### src/rtl/noc_control_module_lut_burst_conf.sv
// NoC LUT burst configuration controller.
// Collects a 3-flit command (params, target, count) and then issues a burst
// of one-cycle write strobes to the routing/NI LUTs or to a link-enable
// register, stepping the slot index once per strobe.
// Optional feature: define NOC_LUT_CONF_RANGE_CHECK_EN to drop commands whose
// node/sel/data fields are out of range, counting drops in err_cnt.
module noc_control_module_lut_burst_conf #(
  parameter int X         = 3,
  parameter int Y         = 3,
  parameter int LUT_SIZE  = 8,
  parameter int MAX_PORTS = 6,
  parameter int MAX_BURST = 8,
  localparam int NODES    = X * Y,
  localparam int DW       = $clog2(MAX_PORTS + 1),
  localparam int SW       = $clog2(MAX_PORTS),
  localparam int LW       = $clog2(LUT_SIZE),
  localparam int NW       = $clog2(NODES)
) (
  input  logic          clk,
  input  logic          rst,
  input  logic [15:0]   flit_data,
  input  logic          flit_valid,
  output logic          flit_ready,
  output logic [DW-1:0] lut_conf_data,
  output logic [SW-1:0] lut_conf_sel,
  output logic [LW-1:0] lut_conf_slot,
  output logic [NW-1:0] config_node,
  output logic          lut_conf_valid,
  output logic          lut_conf_valid_ni,
  output logic          link_en_valid,
  output logic          busy,
  output logic [7:0]    err_cnt
);

  localparam logic [1:0] IDLE  = 2'd0;
  localparam logic [1:0] TGT   = 2'd1;
  localparam logic [1:0] CNT   = 2'd2;
  localparam logic [1:0] ISSUE = 2'd3;

  // Remaining-strobe counter holds N-1, so the burst cap is MAX_BURST-1.
  localparam logic [7:0] MAXB_M1 = 8'(MAX_BURST - 1);

  logic [1:0]    state_q, state_d;
  logic [3:0]    sel_q, sel_d;
  logic [3:0]    data_q, data_d;
  logic [LW-1:0] slot_q, slot_d;
  logic          ni_sel_q, ni_sel_d;
  logic          link_en_q, link_en_d;
  logic [13:0]   node_q, node_d;
  logic [7:0]    cnt_q, cnt_d;
  logic [NW-1:0] cfg_node_q, cfg_node_d;
  logic          lv_q, lv_d;
  logic          lv_ni_q, lv_ni_d;
  logic          le_q, le_d;
  logic          flit_acc;
  logic          drop;
  logic [7:0]    cnt_init;

`ifdef NOC_LUT_CONF_RANGE_CHECK_EN
  localparam logic [13:0] NODES_W = 14'(NODES);
  localparam logic [3:0]  PORTS_W = 4'(MAX_PORTS);
  logic [7:0] err_q, err_d;

  // Out-of-range target, port select or forward value aborts the command.
  assign drop = (node_q >= NODES_W) || (sel_q >= PORTS_W) ||
                (!link_en_q && (data_q > PORTS_W));
  assign err_cnt = err_q;
`else
  logic unused_bits;

  // Without checking the fields are simply truncated to output widths.
  assign drop        = 1'b0;
  assign err_cnt     = 8'd0;
  assign unused_bits = ^{node_q[13:NW], sel_q[3:SW], data_q[3:DW], flit_data[15:8+LW]};
`endif

  assign flit_ready        = (state_q != ISSUE);
  assign busy              = (state_q != IDLE);
  assign flit_acc          = flit_valid && flit_ready;
  assign lut_conf_data     = data_q[DW-1:0];
  assign lut_conf_sel      = sel_q[SW-1:0];
  assign lut_conf_slot     = slot_q;
  assign config_node       = cfg_node_q;
  assign lut_conf_valid    = lv_q;
  assign lut_conf_valid_ni = lv_ni_q;
  assign link_en_valid     = le_q;

  // Link-enable writes are single-slot; otherwise clamp writes-1 to the burst cap.
  assign cnt_init = link_en_q ? 8'd0 :
                    ((flit_data[7:0] > MAXB_M1) ? MAXB_M1 : flit_data[7:0]);

  // Command capture, burst sequencing and next-strobe generation.
  always_comb begin
    state_d    = state_q;
    sel_d      = sel_q;
    data_d     = data_q;
    slot_d     = slot_q;
    ni_sel_d   = ni_sel_q;
    link_en_d  = link_en_q;
    node_d     = node_q;
    cnt_d      = cnt_q;
    cfg_node_d = '0;
    lv_d       = 1'b0;
    lv_ni_d    = 1'b0;
    le_d       = 1'b0;
`ifdef NOC_LUT_CONF_RANGE_CHECK_EN
    err_d      = err_q;
`endif
    case (state_q)
      IDLE: begin
        if (flit_acc) begin
          sel_d   = flit_data[3:0];
          data_d  = flit_data[7:4];
          slot_d  = flit_data[8 +: LW];
          state_d = TGT;
        end
      end
      TGT: begin
        if (flit_acc) begin
          ni_sel_d  = flit_data[15];
          link_en_d = flit_data[14];
          node_d    = flit_data[13:0];
          state_d   = CNT;
        end
      end
      CNT: begin
        if (flit_acc) begin
          if (drop) begin
            state_d = IDLE;
`ifdef NOC_LUT_CONF_RANGE_CHECK_EN
            if (err_q != 8'hFF) err_d = err_q + 8'd1;
`endif
          end else begin
            state_d    = ISSUE;
            cnt_d      = cnt_init;
            cfg_node_d = node_q[NW-1:0];
            le_d       = link_en_q;
            lv_ni_d    = !link_en_q && ni_sel_q;
            lv_d       = !link_en_q && !ni_sel_q;
          end
        end
      end
      default: begin
        // ISSUE: the strobe for the current slot is already on the outputs.
        if (cnt_q == 8'd0) begin
          state_d = IDLE;
        end else begin
          cnt_d      = cnt_q - 8'd1;
          slot_d     = slot_q + 1'b1;
          cfg_node_d = node_q[NW-1:0];
          le_d       = link_en_q;
          lv_ni_d    = !link_en_q && ni_sel_q;
          lv_d       = !link_en_q && !ni_sel_q;
        end
      end
    endcase
  end

  // State and output registers; reset aborts any command or burst.
  always_ff @(posedge clk) begin
    if (rst) begin
      state_q    <= IDLE;
      sel_q      <= '0;
      data_q     <= '0;
      slot_q     <= '0;
      ni_sel_q   <= 1'b0;
      link_en_q  <= 1'b0;
      node_q     <= '0;
      cnt_q      <= '0;
      cfg_node_q <= '0;
      lv_q       <= 1'b0;
      lv_ni_q    <= 1'b0;
      le_q       <= 1'b0;
`ifdef NOC_LUT_CONF_RANGE_CHECK_EN
      err_q      <= '0;
`endif
    end else begin
      state_q    <= state_d;
      sel_q      <= sel_d;
      data_q     <= data_d;
      slot_q     <= slot_d;
      ni_sel_q   <= ni_sel_d;
      link_en_q  <= link_en_d;
      node_q     <= node_d;
      cnt_q      <= cnt_d;
      cfg_node_q <= cfg_node_d;
      lv_q       <= lv_d;
      lv_ni_q    <= lv_ni_d;
      le_q       <= le_d;
`ifdef NOC_LUT_CONF_RANGE_CHECK_EN
      err_q      <= err_d;
`endif
    end
  end

endmodule

### config.mk
export PLATFORM = sky130hd
export DESIGN_NAME = noc_control_module_lut_burst_conf
export DESIGN_NICKNAME = d
export VERILOG_FILES = /design/src/rtl/noc_control_module_lut_burst_conf.sv
export SDC_FILE = /design/constraint.sdc
export NUM_CORES = 1
export LEC_CHECK = 0
export ABC_AREA = 1
export CAP_MARGIN = 20
export CORE_MARGIN = 1
export CORE_UTILIZATION = 43
export CTS_CLUSTER_SIZE = 20
export DETAILED_ROUTE_END_ITERATION = 8
export HOLD_SLACK_MARGIN = 0.02
export PLACE_DENSITY = 0.75
export SKIP_LAST_GASP = 1
export SLEW_MARGIN = 20
export SYNTH_ARGS = -nofsm -noshare
export SYNTH_HDL_FRONTEND = slang
export SYNTH_SLANG_ARGS = --single-unit
export TNS_END_PERCENT = 30
### constraint.sdc
create_clock -name clk -period 1.4 [get_ports clk]
set_clock_uncertainty 0.05 [all_clocks]
set_input_delay 0.21 -clock clk [delete_from_list [all_inputs] [get_ports clk]]
set_output_delay 0.21 -clock clk [all_outputs]
set_load 0.02 [all_outputs]
---- Word level (Yosys, flattened, before mapping) ----
Index checks and enable logic that the tools add are counted.
word-level totals
  bits in registers ....................... 32
  output and inout bits ................... 26
  word-level logic and storage cells ...... 66
cells by class
  add/sub/neg operators ................... 2
  magnitude comparators ................... 1
  eq/ne operators ......................... 8
  multiplexer cells ....................... 25
  bitwise logic cells ..................... 2
  reduce and logical (&&, ||, !) cells .... 16
operators by type and width
  operator             count
  $mux 8               4
  $pmux 8 s2           1
  $gt 8x3->1 const B   1
  $logic_not 8->1      1
  $mux 2               4
  $mux 4               2
  $ne 2x2->1 const B   4
  $pmux 4 s2           1
  $sub 8x1->8 const B  1
  $mux 1               6
  $mux 3               2
  $pmux 1 s2           3
  $pmux 2 s3           1
  $pmux 3 s2           1
  $reduce_and 3->1     2
  $ne 2x1->1 const B   2
  $reduce_and 2->1     2
  $reduce_and 4->1     1
  $reduce_bool 4->1    1
  $reduce_or 2->1      2
  $add 3x1->3 const B  1
  $logic_and 1x1->1    3
  $eq 2x1->1 const B   1
  $eq 2x2->1 const B   1
  4 further kinds      6

---- Logic depth before layout (Yosys ltp) ----
  word-level depth ........................ 5
  depth in mapped cells ................... 10
  mapped depth without buffers ............ 10

---- Worst setup path before layout ----
OpenSTA, ideal clock, no wires.
  path type ............................... flip-flop to flip-flop
  start point ............................. register state_q[0]
  end point ............................... register state_q[0]
  setup time .............................. 113 ps
  data arrival time ....................... 1409 ps
  slack ................................... -172 ps
  cell stages (with the launch flop) ...... 11
  period minus slack after synthesis ...... 1572 ps
  cell sequence ........................... dfxtp_1 inv_1 ha_1 inv_2 nand2_2 nor2_1 nor2_1 a21oi_1 nand2_1 nand2_1 nor2_1
between the ends
  longest elaborated chain between the ends .. 4
RTL lines
  what                               line  source
  start: declaration                 43    logic [1:0] state_q, state_d;
  start signal: assignment           178   state_q <= state_d;
  $ne 2x2->1                         77    assign flit_ready = (state_q != ISSUE);
  $logic_and 1x1->1                  79    assign flit_acc = flit_valid && flit_ready;
  $ne 2x2->1 (no source line)        -
  $reduce_and 4->1 (no source line)  -
Parallel ways exist; a longest one is shown, timed or not.
A chain may end at the register's enable or synchronous reset.

---- Worst setup path in the final report ----
  start point ............................. register state_q[0]
  end point ............................... output port busy
between the ends
  longest elaborated chain between the ends .. 1
RTL lines
  what               line  source
  $reduce_bool 2->1  78    assign busy = (state_q != IDLE);
  end: declaration   31    output logic busy,
Every way passes these cells.

==> results_tabular.tex <==
\begin{tabular}{lr}
\hline
Metric & Value \\
\hline
\multicolumn{2}{l}{\textbf{Run status}} \\
\quad Result of the run & finished with violations \\
\quad Violated checks & negative setup slack \\
\multicolumn{2}{l}{\textbf{Layout}} \\
\quad Share of the core filled with cells in the final layout & 0.692 \\
\quad Most frequent standard cell in the layout excluding fill and tap cells & sky130\_fd\_sc\_hd\_\_nand2\_1 \\
\quad Design Area, Final & 2550 um\^{}2 \\
\quad Final net count & 331 \\
\quad Layout cells sized above 1 & 0.258 \\
\quad Layout overhead on the synthesized area & 53.1\% \\
\quad Antenna cell count & 0 \\
\quad Most frequent cells in the layout & 47 x sky130\_fd\_sc\_hd\_\_nand2\_1, 30 x sky130\_fd\_sc\_hd\_\_dfxtp\_1, 29 x sky130\_fd\_sc\_hd\_\_nor2\_1 \\
\multicolumn{2}{l}{\textbf{Logic synthesis}} \\
\quad Post-synthesis average cell area & 6.86 um\^{}2 \\
\quad Number of instances in the synthesized netlist & 243 \\
\quad Synth cell types & 24 \\
\quad Post-synthesis instance area & 1670 um\^{}2 \\
\quad Count of state elements after synthesis & 32 \\
\quad Warnings from Yosys & 0 \\
\quad Combinational family with the most area after synthesis & simple AND/OR/NAND/NOR gates \\
\quad Share of synthesized area spent on multiplexers & 0 \\
\quad Synth area leaders & sky130\_fd\_sc\_hd\_\_dfxtp\_1 38\%, sky130\_fd\_sc\_hd\_\_nand2\_1 11\%, sky130\_fd\_sc\_hd\_\_nor2\_1 8.1\%, sky130\_fd\_sc\_hd\_\_inv\_1 6.8\%, sky130\_fd\_sc\_hd\_\_ha\_1 5.3\% \\
\quad Share of the yosys chip area belonging to registers & 0.384 \\
\quad Adder-cell share of the synthesized area & 0.0525 \\
\quad Synthesized-area fraction occupied by ao, oa, aoi and oai cells & 0.0990 \\
\quad Share of Yosys cell area claimed by the top area cell type & 0.384 \\
\quad Parity-gate share of the synthesized area counting xor and xnor cells & 0 \\
\quad Yosys top cell by area & sky130\_fd\_sc\_hd\_\_dfxtp\_1 \\
\quad Simple-gate share of the synthesized area & 0.336 \\
\multicolumn{2}{l}{\textbf{Detailed routing}} \\
\quad DR vias/cell & 4.92 \\
\quad Drc violations & 0 \\
\quad Routed length per placed instance & 12.7 um \\
\quad Initial DRT Pass Iterations & 4 \\
\quad Antenna-violating nets left & 0 \\
\quad Routed Wire Length & 4.49 mm \\
\quad Total via count in the routed design & 1,743 \\
\quad Initial DRC Count & 79 \\
\multicolumn{2}{l}{\textbf{Place}} \\
\quad Buffers on Ports & 33 \\
\quad Placed Area & 2160 um\^{}2 \\
\quad Weighted congestion at the end of routability-driven global placement & 0.868 \\
\quad Half-perimeter wire length of the detailed placement result & 2.66 mm \\
\multicolumn{2}{l}{\textbf{Timing}} \\
\quad Worst setup slack after layout & -0.115 ns \\
\quad Period utilisation layout & 1.08 \\
\quad Number of pins exceeding their max-slew limit in the final report & 0 \\
\quad Highest achievable clock rate & 660 MHz \\
\quad Hold Vio Cnt, Final & 0 \\
\quad Final critical delay including setup and external delays & 1.51 ns \\
\quad Final total negative setup slack & -1.53 ns \\
\quad Endpoints failing setup & 35 \\
\quad Unrepaired setup endpoints after global routing & true \\
\quad Hold Worst Slack & 0.362 ns \\
\multicolumn{2}{l}{\textbf{Clocking}} \\
\quad Number of clock sinks & 32 \\
\quad Clock latency of the later-clocked register in the worst-skew pair & 0.29 ns \\
\quad Clock transition at the register clock pins on the worst setup and hold paths after CTS & 0.07 ns \\
\quad Clock root buffer & sky130\_fd\_sc\_hd\_\_clkbuf\_8 \\
\quad \# hold bufs at CTS & 0 \\
\quad Clock buffer count from CTS & 5 \\
\quad Total number of H-tree levels & 2 \\
\quad Maximum clock insertion buffer count & 2 \\
\quad Clock tree from TritonCTS & done \\
\multicolumn{2}{l}{\textbf{Worst hold path}} \\
\quad Endpoint, Worst Hold & lut\_conf\_valid \\
\quad Startpoint of the tightest hold check path & ni\_sel\_q \\
\quad Worst min path class & reg -> reg \\
\quad Hold path depth & 1 \\
\multicolumn{2}{l}{\textbf{Floorplanning}} \\
\quad Starting Density & 0.452 \\
\quad Floorplan die height & 64.3 um \\
\quad Placement row count & 22 \\
\quad Die X-Extent & 64.3 um \\
\quad Total die area & 4130 um\^{}2 \\
\quad Core Area & 3690 um\^{}2 \\
\quad Number of top-level design ports & 45 \\
\multicolumn{2}{l}{\textbf{Setup path}} \\
\quad WP data arrival & 1.25 ns \\
\quad Crit path kind & reg -> out \\
\quad Maximum fanout along the worst path & 5 \\
\quad Setup crit start & state\_q[0] \\
\quad End of the worst register-to-register path & state\_q[0] \\
\quad Required @ worst endpoint & 1.14 ns \\
\quad Startpoint types & flop \\
\quad Reg2reg setup slack & -0.08 ns \\
\quad Endpoint type of the worst setup path & primary output \\
\quad Worst R2R Path Depth & 8 \\
\quad Reg-to-Reg Start & state\_q[1] \\
\multicolumn{2}{l}{\textbf{GRT}} \\
\quad Aggregate global-route resource usage & 0.216 \\
\quad Total gr overflow & 0 \\
\quad Number of global-route vias before repair & 1,596 \\
\quad Pin count of the biggest net entering global routing & 15 \\
\quad First-pass GRT wire length & 6.85 mm \\
\quad Initial antenna violation count & 0 \\
\multicolumn{2}{l}{\textbf{Power}} \\
\quad Pwr dens & 2010 nW/um\^{}2 \\
\quad Overall power & 0.00514 W \\
\quad Leakage power summed over all cells & 1.17 nW \\
\quad Maximum VDD drop & 1.12 mV \\
\multicolumn{2}{l}{\textbf{Flow run}} \\
\quad MaxCap Viol Count & 0 \\
\hline
\end{tabular}
[final cells by class]
| cell class | instances | area (um^2) |
|---|---|---|
| Clock buffer | 6 | 72.6 |
| Multi-Input combinational cell | 172 | 1050 |
| Sequential cell | 32 | 648 |
| Timing Repair Buffer | 60 | 549 |
| Inverter | 34 | 143 |
| Tap cell | 48 | 60.1 |
| Clock inverter | 2 | 35.0 |
| Fill cell | 300 | 1130 |
[cell usage after synthesis]
cell type                  instances
sky130_fd_sc_hd__a21boi_0          1
sky130_fd_sc_hd__a21oi_1          16
sky130_fd_sc_hd__a21oi_4           1
sky130_fd_sc_hd__a31oi_1           1
sky130_fd_sc_hd__buf_2             3
sky130_fd_sc_hd__buf_4             8
sky130_fd_sc_hd__clkbuf_1          2
sky130_fd_sc_hd__conb_1            1
sky130_fd_sc_hd__dfxtp_1          32
sky130_fd_sc_hd__ha_1              7
sky130_fd_sc_hd__inv_1            30
sky130_fd_sc_hd__inv_2             4
sky130_fd_sc_hd__nand2_1          51
sky130_fd_sc_hd__nand2_2           3
sky130_fd_sc_hd__nand2_4           2
sky130_fd_sc_hd__nand3_1          16
sky130_fd_sc_hd__nand3b_1          1
sky130_fd_sc_hd__nand4_1           7
sky130_fd_sc_hd__nor2_1           36
sky130_fd_sc_hd__nor2_2            2
sky130_fd_sc_hd__nor2_4            1
sky130_fd_sc_hd__nor3_1            5
sky130_fd_sc_hd__o21ai_0          11
sky130_fd_sc_hd__or2_2             2
[flip-flops by register name (all words and copies together), names as in the netlist]
| name | flops |
|---|---|
| cnt_q | 8 |
| config_node | 4 |
| node_q | 4 |
| data_q | 3 |
| lut_conf_slot | 3 |
| sel_q | 3 |
| state_q | 2 |
| link_en_q | 1 |
| link_en_valid | 1 |
| lut_conf_valid | 1 |
| lut_conf_valid_ni | 1 |
| ni_sel_q | 1 |
[metrics by stage]
step | cells | setup slack, ns
floorplan | 250 | 0.00283
global placement | 335 | -0.131
detailed placement | 335 | -0.147
CTS | 351 | -0.113
global route | 354 | -0.172
finish | 354 | -0.115
[cell families after synthesis]
| group | Yosys count |
|---|---|
| other | 1 |
| flip-flops | 32 |
| AO/OA/AOI/OAI | 30 |
| adder cells (fa/ha/maj) | 7 |
| AND/OR/NAND/NOR | 126 |
| buffers and inverters | 47 |
[per-layer routing]
layer / global-route usage / part of all wire
met2: 0.395 / 0.53
met4: 0.0667 / 0.018
met1: 0.245 / 0.42
met3: 0.0500 / 0.031
met5: 0 / 0
[how the worst max path moves through the flow]
stage	to	slack, ns	cells after the start
after floorplan	ni_sel_q	0.003	8
after global placement	cnt_q[0]	-0.13	7
after detailed placement	busy	-0.15	4
after CTS	lut_conf_slot[1]	-0.11	1
after global routing	cnt_q[1]	-0.17	9
final	busy	-0.11	4
[critical path, stage by stage (launching register included)]
cell                              delay, ns
sky130_fd_sc_hd__dfxtp_4               0.40
sky130_fd_sc_hd__inv_4                 0.06
sky130_fd_sc_hd__ha_4                  0.17
sky130_fd_sc_hd__inv_6                 0.08
sky130_fd_sc_hd__clkdlybuf4s15_2       0.26
[what timing repair did]
item,CTS,global route
resized for setup,35,31
endpoints found under the setup margin,44,47
pin swaps,18,17
buffers inserted,7,3
gates cloned,1,0
[power by group]
| group | internal (W) | switching [W] | total [W] |
|---|---|---|---|
| combinational | 0.00127 | 0.00175 | 0.00302 |
| sequential | 0.00111 | 0.000138 | 0.00125 |
| clock | 0.000528 | 0.000346 | 0.000874 |
Power figures use the tool's default switching activity.
